$ cat config.mk
export PLATFORM = sky130hd
export DESIGN_NAME = minimips_regfile
export DESIGN_NICKNAME = d
export VERILOG_FILES = /design/src/rtl/minimips_regfile.sv
export SDC_FILE = /design/constraint.sdc
export NUM_CORES = 1
export LEC_CHECK = 0
export CAP_MARGIN = 20
export CELL_PAD_IN_SITES_DETAIL_PLACEMENT = 1
export CELL_PAD_IN_SITES_GLOBAL_PLACEMENT = 2
export CORE_MARGIN = 3
export CORE_UTILIZATION = 27
export CTS_CLUSTER_SIZE = 16
export DETAILED_ROUTE_END_ITERATION = 8
export PLACE_DENSITY_LB_ADDON = 0.1
export SLEW_MARGIN = 20
export SYNTH_ARGS = -nofsm -noshare
export SYNTH_HDL_FRONTEND = slang
export SYNTH_SLANG_ARGS = --single-unit
$ cat constraint.sdc
create_clock -name clk -period 1.25 [get_ports clk]
set_clock_uncertainty 0.1 [all_clocks]
set_input_delay 0.1875 -clock clk [delete_from_list [all_inputs] [get_ports clk]]
set_output_delay 0.1875 -clock clk [all_outputs]
set_load 0.03 [all_outputs]
$ cat src/rtl/minimips_regfile.sv
// ============================================================================
// minimips_regfile
// ----------------------------------------------------------------------------
// Purpose:
//   8 x DATA_W general-purpose register file for the MiniMIPS datapath. It has
//   two independent combinational read ports that feed the ALU operand path,
//   and one synchronous write port fed by the result mux. A pending-write
//   scoreboard tracks which registers are still waiting for write-back, so
//   issue logic can stall on them.
//
//   R0 is hard-wired to zero. Writes and reservations that target R0 are
//   dropped, and busy_vec[0] is always 0.
//
// Optional feature (macro REGFILE_BYPASS_EN):
//   defined   - write-to-read bypass. A read of the register being written
//               in this cycle returns wr_data. That port's busy flag reads 0,
//               unless the same register is also re-reserved in this cycle.
//   undefined - a same-cycle read returns the old register value. The busy
//               flags come only from the registered scoreboard.
//
// Parameters:
//   DATA_W     register width in bits (default 32)
//   NREG       number of registers, fixed at 8 (3-bit addresses)
//
// Ports:
//   clk        in   1       rising-edge clock
//   reset_n    in   1       asynchronous reset, active-low
//   rd_addr_a  in   3       read port A register index
//   rd_data_a  out  DATA_W  read port A data
//   rd_addr_b  in   3       read port B register index
//   rd_data_b  out  DATA_W  read port B data
//   wr_en      in   1       write strobe, sampled at clk rise
//   wr_addr    in   3       write register index
//   wr_data    in   DATA_W  write data
//   rsv_en     in   1       reserve strobe: mark rsv_addr as pending write
//   rsv_addr   in   3       register index to reserve
//   busy_a     out  1       register at rd_addr_a has a pending write
//   busy_b     out  1       register at rd_addr_b has a pending write
//   busy_vec   out  8       full scoreboard, bit i = register i pending
// ============================================================================
module minimips_regfile #(
    parameter int DATA_W = 32,
    parameter int NREG   = 8
) (
    input  logic              clk,
    input  logic              reset_n,
    input  logic [2:0]        rd_addr_a,
    output logic [DATA_W-1:0] rd_data_a,
    input  logic [2:0]        rd_addr_b,
    output logic [DATA_W-1:0] rd_data_b,
    input  logic              wr_en,
    input  logic [2:0]        wr_addr,
    input  logic [DATA_W-1:0] wr_data,
    input  logic              rsv_en,
    input  logic [2:0]        rsv_addr,
    output logic              busy_a,
    output logic              busy_b,
    output logic [NREG-1:0]   busy_vec
);

    logic [DATA_W-1:0] regs [NREG];
    logic [NREG-1:1]   busyQ;       // R0 never has a pending write

    // ------------------------------------------------------------------------
    // Register array and scoreboard
    // ------------------------------------------------------------------------
    // NOTE: the array is reset explicitly because reset must make every read
    // return zero. Without this the array could map to a RAM macro, and that
    // RAM would keep its old contents through reset.
    always_ff @(posedge clk or negedge reset_n) begin
        if (!reset_n) begin
            for (int i = 0; i < NREG; i++) begin
                regs[i] <= '0;
            end
            busyQ <= '0;
        end else begin
            // NOTE: all state updates use <=, so every branch samples the
            // values from before the edge, whatever order the statements are in.
            if (wr_en && (wr_addr != 3'd0)) begin
                regs[wr_addr] <= wr_data;
            end
            for (int i = 1; i < NREG; i++) begin
                // A new reservation takes priority over a clearing write-back
                // to the same register.
                if (rsv_en && (rsv_addr == 3'(i))) begin
                    busyQ[i] <= 1'b1;
                end else if (wr_en && (wr_addr == 3'(i))) begin
                    busyQ[i] <= 1'b0;
                end
            end
        end
    end

    assign busy_vec = {busyQ, 1'b0};

    // ------------------------------------------------------------------------
    // Read ports
    // ------------------------------------------------------------------------
`ifdef REGFILE_BYPASS_EN
    // Bypass stays off during reset, because the pending write will be dropped.
    logic bypassWr;
    logic bypassBusy;
    assign bypassWr   = reset_n && wr_en && (wr_addr != 3'd0);
    assign bypassBusy = rsv_en && (rsv_addr == wr_addr);
`endif

    always_comb begin
        // NOTE: each output gets a default first, so every path assigns it
        // and no latch is inferred.
        rd_data_a = (rd_addr_a == 3'd0) ? '0 : regs[rd_addr_a];
        rd_data_b = (rd_addr_b == 3'd0) ? '0 : regs[rd_addr_b];
        busy_a    = busy_vec[rd_addr_a];
        busy_b    = busy_vec[rd_addr_b];
`ifdef REGFILE_BYPASS_EN
        if (bypassWr && (wr_addr == rd_addr_a)) begin
            rd_data_a = wr_data;
            busy_a    = bypassBusy;
        end
        if (bypassWr && (wr_addr == rd_addr_b)) begin
            rd_data_b = wr_data;
            busy_b    = bypassBusy;
        end
`endif
    end

endmodule
# Word-level counts from Yosys, hierarchy flattened
# Index checks and enable logic that the tools add are counted.
dict set report word_totals {
  regBits 263
  in_bits 48
}
dict set report classes {
  n_reduce_logical 26
  mux 29
  order_cmp 6
  n_eq_ne 14
  bitwise_logic 3
}
# operator count
set op_table {}
lappend op_table {{$bwmux W256} 1}
lappend op_table {{$mux W32} 7}
lappend op_table {{$bmux W32 S3} 2}
lappend op_table {{$demux W32 S3} 1}
lappend op_table {{$eq A3 B3 Y1 const B} 8}
lappend op_table {{$logic_and A1 B1 Y1} 16}
lappend op_table {{$mux W1} 16}
lappend op_table {{$reduce_bool A2 Y1} 7}
lappend op_table {{$eq A3 B2 Y1 const B} 4}
lappend op_table {{$ge A4 B4 Y1 const B} 3}
lappend op_table {{$not A3 Y4} 3}
lappend op_table {{$lt A3 B4 Y1 const B} 2}
lappend op_table {{$bmux W1 S3} 2}
lappend op_table {{$eq A3 B1 Y1 const B} 2}
lappend op_table {{$logic_not A3 Y1} 2}
lappend op_table {{$lt A4 B1 Y1 const B} 1}
lappend op_table {{$reduce_bool A3 Y1} 1}

# Longest topological paths before layout
# Gate-level depths: netlist (run 1).
dict set report logic_depth {
  word_depth 6
  mapped_depth 6
  depth_no_buf 3
}

# Worst setup path before layout (run 1)
# No wires, ideal clock.
dict set report synth_timing {
  kind {in2out}
  from {input rd_addr_a[1]}
  to {output busy_a}
  arrival_ns 1.586
  t_required_ns 0.962
  path_buffers 3
  slack_ns -0.624
  cell_stages 6
  path_cell_list {buf_4 -> buf_6 -> buf_4 -> nand2_1 -> mux2_2 -> o21ai_0}
}
dict set report synth_between {
  elab_chain_len 2
}
# item line
set synth_rtl {}
lappend synth_rtl {{start: declaration} 47} ;# input logic [2:0] rd_addr_a,
lappend synth_rtl {{$bmux W1 S3} 112} ;# busy_a = busy_vec[rd_addr_a];
lappend synth_rtl {{$mux W1 (not written as such)} 112}
lappend synth_rtl {{end: declaration} 56} ;# output logic busy_a,
# No other way between the ends. The select of a mux whose other input is x is not followed.

# Final worst setup path (run 1)
dict set report layout_timing {
  from {register regs[205] in the netlist's numbering}
  to {output rd_data_b[13]}
}
dict set report layout_between {
  elab_chain_len 4
}
# item line
set layout_rtl {}
lappend layout_rtl {{start: declaration} 61} ;# logic [DATA_W-1:0] regs [NREG];
lappend layout_rtl {{start signal: indexed assignment} 80} ;# regs[wr_addr] <= wr_data;
lappend layout_rtl {{$bmux W32 S3} 111} ;# rd_data_b = (rd_addr_b == 3'd0) ? '0 : regs[rd_addr_b];
lappend layout_rtl {{$mux W32 (not written as such) (2 in a row)} 111}
lappend layout_rtl {{$mux W32} 111}
lappend layout_rtl {{end: declaration} 50} ;# output logic [DATA_W-1:0] rd_data_b,
# No other way between the ends. The select of a mux whose other input is x is not followed.

==> qor.log, run 1 <==
qor: run_status.status finished with violations
qor: run_status.violations negative hold slack, negative setup slack
qor: clocking.ctsHtreeMaxLevel 1
qor: floorplan.site_rows 78
qor: place.place.detailed.instances 1872
qor: sta.setup_viol_count_final 73
qor: floorplan.die_h 223 um
qor: grt.overflow_left_after_global_routing 0
qor: worst_setup_path.worst-path-max-fanout 3
qor: power_and_ir_drop.worst_ir_drop_vdd 0.929 mV
qor: worst_setup_path.timing_worst_setup_path_type reg -> out
qor: final_layout.n_antenna_cell 0
qor: floorplan.floorplan.die_area 0.0498 sq mm
qor: sta.post-route-min-period 2080 ps
qor: power_and_ir_drop.power_leakage 8.72 nW
qor: worst_setup_path.setup.worst_path.end_class output port
qor: drt.vias_per_cell 4.92
qor: synth.synthAdderAreaFrac 0%
qor: worst_setup_path.timing.critical_path.max_delay_family flip-flops
qor: place.gp_congestion 0.748
qor: place.dp.final_hpwl 31400 um
qor: worst_setup_path.cells_on_worst_reg2reg_path 4
qor: clocking.cts_max_path_buffers 3
qor: hold_path.hold_path.class in -> async
qor: worst_setup_path.critical_path.max_stage_delay 390 ps
qor: final_layout.nNetsFinal 1373
qor: place.numPortBuffers 120
qor: synth.largest_family_of_logic_cells_by_synthesized_area multiplexers
qor: worst_setup_path.r2r_start regs[200]
qor: sta.timing_hold_violations_final 4
qor: final_layout.drive_above_1_share 68.0%
qor: sta.final.setup.tns -52830 ps
qor: sta.post-route-worst-setup-slack -831 ps
qor: floorplan.core_area 0.0460 sq mm
qor: worst_setup_path.worstPathRequired 960 ps
qor: synth.yosys.area_share.simple 2.82%
qor: clocking.clock_sinks 231
qor: synth.synth_compound_area_share 10.9%
qor: sta.fmaxAchievable 0.481 GHz
qor: clocking.numCtsBuffers 30
qor: clocking.cts.reportedPaths.clkPinSlew 60 ps
qor: drt.routedWlPerCell 23.5 um
qor: drt.drt_first_pass_iters 4
qor: synth.netlist_area 0.0127 sq mm
qor: synth.synth.avg_cell_area 13.3 sq um
qor: synth.ys.flop_type sky130_fd_sc_hd__dfrtp_1
qor: synth.ys_types 34
qor: grt.grt_start_max_net_pins 41
qor: synth.count_of_state_elements_after_synthesis 231
qor: grt.first_pass_grt_wire_length 70500 um
qor: synth.synth_sequential_area_ratio 45.4%
qor: sta.whs -9.71 ps
qor: worst_setup_path.crit-reg2reg-capture regs[200]
qor: drt.number_of_vias_after_detailed_routing 9584
qor: synth.yosys-mux-area-fraction 34.8%
qor: drt.post_detailed_routing_wire_length 45600 um
qor: clocking.cts_root_buf sky130_fd_sc_hd__clkbuf_16
qor: grt.grt_antenna_before_repair 0
qor: clocking.cts_tree done
qor: worst_setup_path.r2r_setup_slack 40 ps
qor: drt.drc 0
qor: power_and_ir_drop.power_per_unit_of_standard_cell_area 1540 mW/mm^2
qor: sta.finalMaxSlewViolations 0
qor: run.max_cap_viol_count 0
qor: grt.track_usage 18.3%
qor: floorplan.floorplan.initialDensity 27.7%
qor: synth.yosysWarningCount 0
qor: synth.post_synth_xor_area_fraction 0%
qor: clocking.worst_skew_pair.late_latency 570 ps
qor: synth.synth_cells 959
qor: drt.final_antenna_net_count 0
qor: synth.synthesis.nets 1007
qor: place.placedInstanceArea 0.0185 sq mm
qor: floorplan.die-width 223 um
qor: grt.via_count_of_the_first_global_routing_pass 11000
qor: worst_setup_path.cp-start-kind flip-flop
qor: final_layout.post_route_cell_area 0.0204 sq mm
qor: worst_setup_path.critical_path.cell_chain mux2_4 > a221oi_4 > a211oi_4 > buf_12
qor: floorplan.num_io_pins 122
qor: synth.synth_edf_count 0
qor: worst_setup_path.timing.critical_path.from regs[205]
qor: worst_setup_path.critical_path.slowest_cell sky130_fd_sc_hd__dfrtp_1
qor: final_layout.areaGrowthSynthToFinish 60.0%
qor: drt.initialDrtViolationCount 354
qor: sta.rsz0062_at_grt true
qor: worst_setup_path.path_buf_inv 1
qor: synth.ys_async_sr_fraction 100%
qor: final_layout.finalNonFillerCells 1946
qor: sta.fin_crit_sh 166%
qor: worst_setup_path.worstPathArrival 1790 ps
-- cells in the mapped netlist (10+ instances only) --
cell | instances | area, sq um
sky130_fd_sc_hd__a221oi_1 | 35 | 307
sky130_fd_sc_hd__dfrtp_1 | 231 | 5780
sky130_fd_sc_hd__buf_2 | 31 | 155
sky130_fd_sc_hd__mux2i_1 | 36 | 360
sky130_fd_sc_hd__a211oi_1 | 46 | 345
sky130_fd_sc_hd__a22oi_1 | 12 | 90.1
sky130_fd_sc_hd__buf_6 | 22 | 248
sky130_fd_sc_hd__nand2_1 | 23 | 86.3
sky130_fd_sc_hd__mux4_2 | 35 | 788
sky130_fd_sc_hd__nor2b_1 | 15 | 93.8
sky130_fd_sc_hd__o22ai_1 | 32 | 200
sky130_fd_sc_hd__a21oi_1 | 39 | 195
sky130_fd_sc_hd__o21ai_1 | 10 | 50.1
sky130_fd_sc_hd__buf_4 | 18 | 135
sky130_fd_sc_hd__clkbuf_1 | 16 | 60.1
sky130_fd_sc_hd__o22a_1 | 17 | 149
sky130_fd_sc_hd__inv_1 | 42 | 158
sky130_fd_sc_hd__mux2_4 | 58 | 871
sky130_fd_sc_hd__mux2_2 | 210 | 2360
-- stage by stage --
step / setup WS, ps / power (mW) / utilization, %
detailed placement: -752 / 21.7 / 40.2
CTS: -871 / 31.6 / 44.0
global placement: -754 / 21.5 / 40.2
floorplan: -209 / 16.5 / -
finish: -831 / 31.3 / 44.3
global route: -896 / 33.0 / 44.3
-- power breakdown --
| part | leakage (nW) | internal (mW) | switching (mW) |
|---|---|---|---|
| registers | 2.76 | 9.14 | 1.28 |
| clock network | 0.487 | 5.38 | 3.43 |
| logic | 5.47 | 7.22 | 4.90 |
-- logic make-up after synthesis --
logic type             after synthesis
AOI/OAI and AO/OA                  201
buffers and inverters              130
DFF                                231
muxes                              343
other                                1
and+or+nand+nor                     53
-- metal layers --
layer | up-vias | wire (um) | track usage [%]
met1 | 5041 | 21800 | 26.0
met3 | 49 | 1170 | 2.12
met4 | 0 | 753 | 3.18
met2 | 123 | 21900 | 30.6
li1 | 4371 | - | -
met5 | - | 0 | 0
-- worst max-delay path by stage --
stage                          endpoint  slack (ps)  depth (start not counted)
after global placement        regs[191]        -750                          5
after global routing      rd_data_b[13]        -900                          4
after detailed placement      regs[191]        -750                          5
after floorplan            rd_data_a[1]        -210                          6
final                     rd_data_b[13]        -830                          4
after CTS                  rd_data_a[3]        -870                          5
-- cells in the final DEF (no fill, tap or decap), types with 15 or more instances in the layout --
| cell | instances |
|---|---|
| sky130_fd_sc_hd__a211oi_1 | 18 |
| sky130_fd_sc_hd__a21oi_1 | 17 |
| sky130_fd_sc_hd__a21oi_4 | 18 |
| sky130_fd_sc_hd__a221oi_4 | 34 |
| sky130_fd_sc_hd__buf_12 | 99 |
| sky130_fd_sc_hd__buf_4 | 220 |
| sky130_fd_sc_hd__buf_6 | 59 |
| sky130_fd_sc_hd__clkbuf_16 | 31 |
| sky130_fd_sc_hd__clkdlybuf4s50_1 | 36 |
| sky130_fd_sc_hd__dfrtp_1 | 225 |
| sky130_fd_sc_hd__inv_1 | 23 |
| sky130_fd_sc_hd__inv_2 | 18 |
| sky130_fd_sc_hd__mux2_2 | 142 |
| sky130_fd_sc_hd__mux2_4 | 126 |
| sky130_fd_sc_hd__mux2i_1 | 29 |
| sky130_fd_sc_hd__mux4_2 | 35 |
| sky130_fd_sc_hd__nand2_2 | 15 |
| sky130_fd_sc_hd__o22ai_1 | 29 |
-- registers in the layout (all words and copies together), names as in the netlist --
register  count
regs        224
busyQ         7
-- repair_timing --
| item | in CTS | in global routing |
|---|---|---|
| endpoints found under the hold margin | 231 | 0 |
| gates resized for setup | 117 | 35 |
| hold buffers | 1 | 0 |
| setup buffers | 20 | 4 |
| setup endpoints to repair | 276 | 80 |
| pin swaps | 42 | 13 |
| gates cloned | 1 | 0 |
-- final cells by class --
| class | count | area [sq um] |
|---|---|---|
| clock buffer | 49 | 923 |
| fill | 4605 | 25600 |
| timing repair buffer | 422 | 4760 |
| inverter | 42 | 161 |
| sequential | 231 | 5790 |
| multi-input combinational | 598 | 7910 |
| tap | 600 | 751 |
| clock inverter | 4 | 70.1 |
Power figures use the tool's default switching activity.
==> run 2: changes to the inputs <==
ABC_CLOCK_PERIOD_IN_PS = 1250   (was default)
==> results of run 2 <==
The final DEF is identical to that of run 1; final timing and power are the same.
==> run 3: changes to the inputs <==
HOLD_SLACK_MARGIN = 0.03   (was default)
PLACE_DENSITY_LB_ADDON = 0.15   (was 0.1)
==> run 3 against run 2 <==
Against the previous run: the run ends with negative setup slack left; power decreased by 0.95%; non-clock buffer count increased by 3; clock power decreased by 4.4%; critical path depth unchanged; setup slack got worse by 44 ps; sequential share of layout area increased by 0.16 points; register-to-register slack improved by 60 ps; global-route usage increased by 0.13 points; die area unchanged; via count increased by 0.52%; critical path type unchanged.
==> qor.log, run 3 (synthesis gave the netlist of run 1 again) <==
qor: worst_setup_path.critical_path.slowest_cell sky130_fd_sc_hd__dfrtp_1
qor: power_and_ir_drop.power_frac_seq 33.7% [+0.4 points]
qor: sta.setup_viol_count_final 86 [+18%]
qor: hold_path.hold_path.class in -> async
qor: final_layout.areaGrowthSynthToFinish 59.3%
qor: worst_setup_path.cp-start-kind flip-flop
qor: run.max_cap_viol_count 0 [unchanged]
qor: drt.drt_first_pass_iters 4 [unchanged]
qor: drt.vias_per_cell 4.94 [+0.21%]
qor: sta.finalMaxSlewViolations 0 [unchanged]
qor: floorplan.die_h 223 um [unchanged]
qor: drt.drc 0 [unchanged]
qor: grt.gr-max-usage-layer met2
qor: grt.overflow_left_after_global_routing 0 [unchanged]
qor: final_layout.finalNonFillerCells 1952 [+0.31%]
qor: grt.grt_use_met2 31.2% [+0.63 points]
qor: grt.via_count_of_the_first_global_routing_pass 10900 [-0.41%]
qor: sta.post-route-min-period 2130 ps [+44.3 ps]
qor: grt.met1_resource_use_gr 25.8% [-0.19 points]
qor: power_and_ir_drop.worst_ir_drop_vdd 0.887 mV [-4.6%]
qor: worst_setup_path.worst-path-max-fanout 2 [-1]
qor: clocking.cts_tree done
qor: grt.grtUsageMet3 2.42% [+0.30 points]
qor: sta.worst_slew_margin_rel 52.7%
qor: sta.fmaxAchievable 0.471 GHz [-2.1%]
qor: sta.max_slew.worst_pin.slew 707 ps
qor: worst_setup_path.timing_worst_setup_path_type reg -> out
qor: sta.timing_hold_violations_final 0 [-4]
qor: sta.post-route-worst-setup-slack -875 ps [-44.3 ps]
qor: worst_setup_path.setup.worst_path.end_class output port
qor: place.gp_congestion 0.740 [-1.0%]
qor: final_layout.largest_registers regs: 224 flops, busyQ: 7 flops
qor: power_and_ir_drop.power.combinational.fraction 39.2% [+0.6 points]
qor: grt.grt_antenna_before_repair 1 [+1]
qor: power_and_ir_drop.p_clk_share 27.1% [-1.0 points]
qor: floorplan.floorplan.die_area 0.0498 sq mm [unchanged]
qor: clocking.cts_root_buf sky130_fd_sc_hd__clkbuf_16
qor: final_layout.largest_register regs
qor: worst_setup_path.critical_path.max_stage_delay 380 ps [about the same]
qor: drt.post_detailed_routing_wire_length 45700 um [+0.16%]
qor: grt.track_usage 18.5% [+0.13 points]
qor: worst_setup_path.worstPathRequired 960 ps [about the same]
qor: sta.rsz0062_at_grt true
qor: floorplan.num_io_pins 122 [unchanged]
qor: grt.grt_start_max_net_pins 61 [+49%]
qor: clocking.cts_max_path_buffers 3 [unchanged]
qor: clocking.worst_skew_pair.late_latency 560 ps [about the same]
qor: run_status.status finished with violations
qor: floorplan.site_rows 78 [unchanged]
qor: final_layout.largest_register_ff_count 224 [unchanged]
qor: final_layout.nNetsFinal 1376 [+0.22%]
qor: clocking.clock_sinks 231 [unchanged]
qor: place.numPortBuffers 120 [unchanged]
qor: place.place.detailed.instances 1875 [+0.16%]
qor: sta.fin_crit_sh 170% [+3.5 points]
qor: drt.number_of_vias_after_detailed_routing 9634 [+0.52%]
qor: power_and_ir_drop.power 31.1 mW [-0.95%]
qor: drt.initialDrtViolationCount 320 [-9.6%]
qor: final_layout.most-common-layout-cells sky130_fd_sc_hd__dfrtp_1, sky130_fd_sc_hd__buf_4, sky130_fd_sc_hd__mux2_2, sky130_fd_sc_hd__mux2_4, sky130_fd_sc_hd__buf_12
qor: floorplan.die-width 223 um [unchanged]
qor: sta.whs 106 ps [+116 ps]
qor: clocking.numCtsBuffers 30 [unchanged]
qor: drt.final_antenna_net_count 0 [unchanged]
qor: final_layout.filler_cell_count 4587 [-0.39%]
qor: power_and_ir_drop.total_switching_power 9.70 mW [+0.97%]
qor: clocking.cts.reportedPaths.clkPinSlew 60 ps [about the same]
qor: power_and_ir_drop.power_per_unit_of_standard_cell_area 1530 mW/mm^2 [-0.50%]
qor: worst_setup_path.critical_path.cell_chain mux2_4 > a221oi_4 > a211oi_4 > buf_12
qor: power_and_ir_drop.p_sw_share 31.2% [+0.59 points]
qor: place.dp.final_hpwl 31800 um [+1.1%]
qor: power_and_ir_drop.p_int 21.4 mW [-1.8%]
qor: floorplan.core_area 0.0460 sq mm [unchanged]
qor: clocking.ctsHtreeMaxLevel 1 [unchanged]
qor: grt.first_pass_grt_wire_length 70900 um [+0.63%]
qor: final_layout.n_antenna_cell 0 [unchanged]
qor: run_status.violations negative setup slack
qor: floorplan.floorplan.initialDensity 27.7% [unchanged]
qor: final_layout.drive_above_1_share 68.9% [+0.88 points]
qor: worst_setup_path.worstPathArrival 1840 ps [+50 ps]
qor: power_and_ir_drop.power_leakage 8.69 nW [-0.39%]
qor: drt.routedWlPerCell 23.4 um [-0.15%]
[run 3: final timing paths]
path	from	endpoint	slack, ps	depth (start not counted)
hold reg to reg	regs[85]	regs[85]	430	1
setup reg to reg	regs[164]	regs[164]	100	3
setup / recovery	regs[205]	rd_data_b[13]	-880	4
min in group clk	rsv_addr[2]	busyQ[1]	180	2
max in group asynchronous	reset_n	regs[168]	-230	3
hold / removal	reset_n	regs[197]	110	3
[run 3: power groups by stage]
stage	registers, mW	logic [mW]	clock network [mW]
after floorplan	10.3	6.18	0
after global routing	10.7	13.0	9.03
final	10.5	12.2	8.42
after global placement	10.4	11.2	0
after detailed placement	10.4	11.3	0
after CTS	10.4	12.0	8.71
[run 3: layout make-up]
| type | instances | area, sq um | area share (%) |
|---|---|---|---|
| repair buffers | 425 | 4730 | 23.3 |
| well taps | 600 | 751 | 3.70 |
| multi-input cells | 598 | 7880 | 38.9 |
| inverters | 42 | 161 | 0.796 |
| flip-flops and latches | 231 | 5790 | 28.6 |
| clock buffers | 45 | 868 | 4.29 |
| clock inverters | 11 | 80.1 | 0.395 |
[run 3: layer usage]
metal,vias to the layer above,wire [um]
met1,5076,21500
li1,4391,-
met3,44,1240
met4,2,696
met2,121,22300
met5,-,13
[run 3: metrics by stage]
stage	instance area [sq um]	utilization [%]	setup WS, ps	TNS [ps]
2_1_floorplan	14200	-	-209	-22630
3_3_place_gp	18400	40.1	-795	-192960
3_5_place_dp	18400	40.1	-797	-196770
4_1_cts	20000	43.6	-905	-58050
5_1_grt	20300	44.1	-922	-61660
6_report	20300	44.1	-875	-55210
[run 3: what timing repair did]
| item | in CTS | in global routing |
|---|---|---|
| endpoints found under the setup margin | 296 | 100 |
| pin swaps | 53 | 21 |
| hold buffers | 2 | 1 |
| resized for setup | 121 | 45 |
| cloned | 1 | 0 |
| hold endpoints to repair | 231 | 13 |
| buffers inserted | 14 | 5 |
[run 3: worst max-delay path: cells and delay by family (launching register included)]
family	cells	cell delay (ps)
flip-flops	1	380
AO/OA/AOI/OAI	2	450
buffers and inverters	1	160
multiplexers	1	290
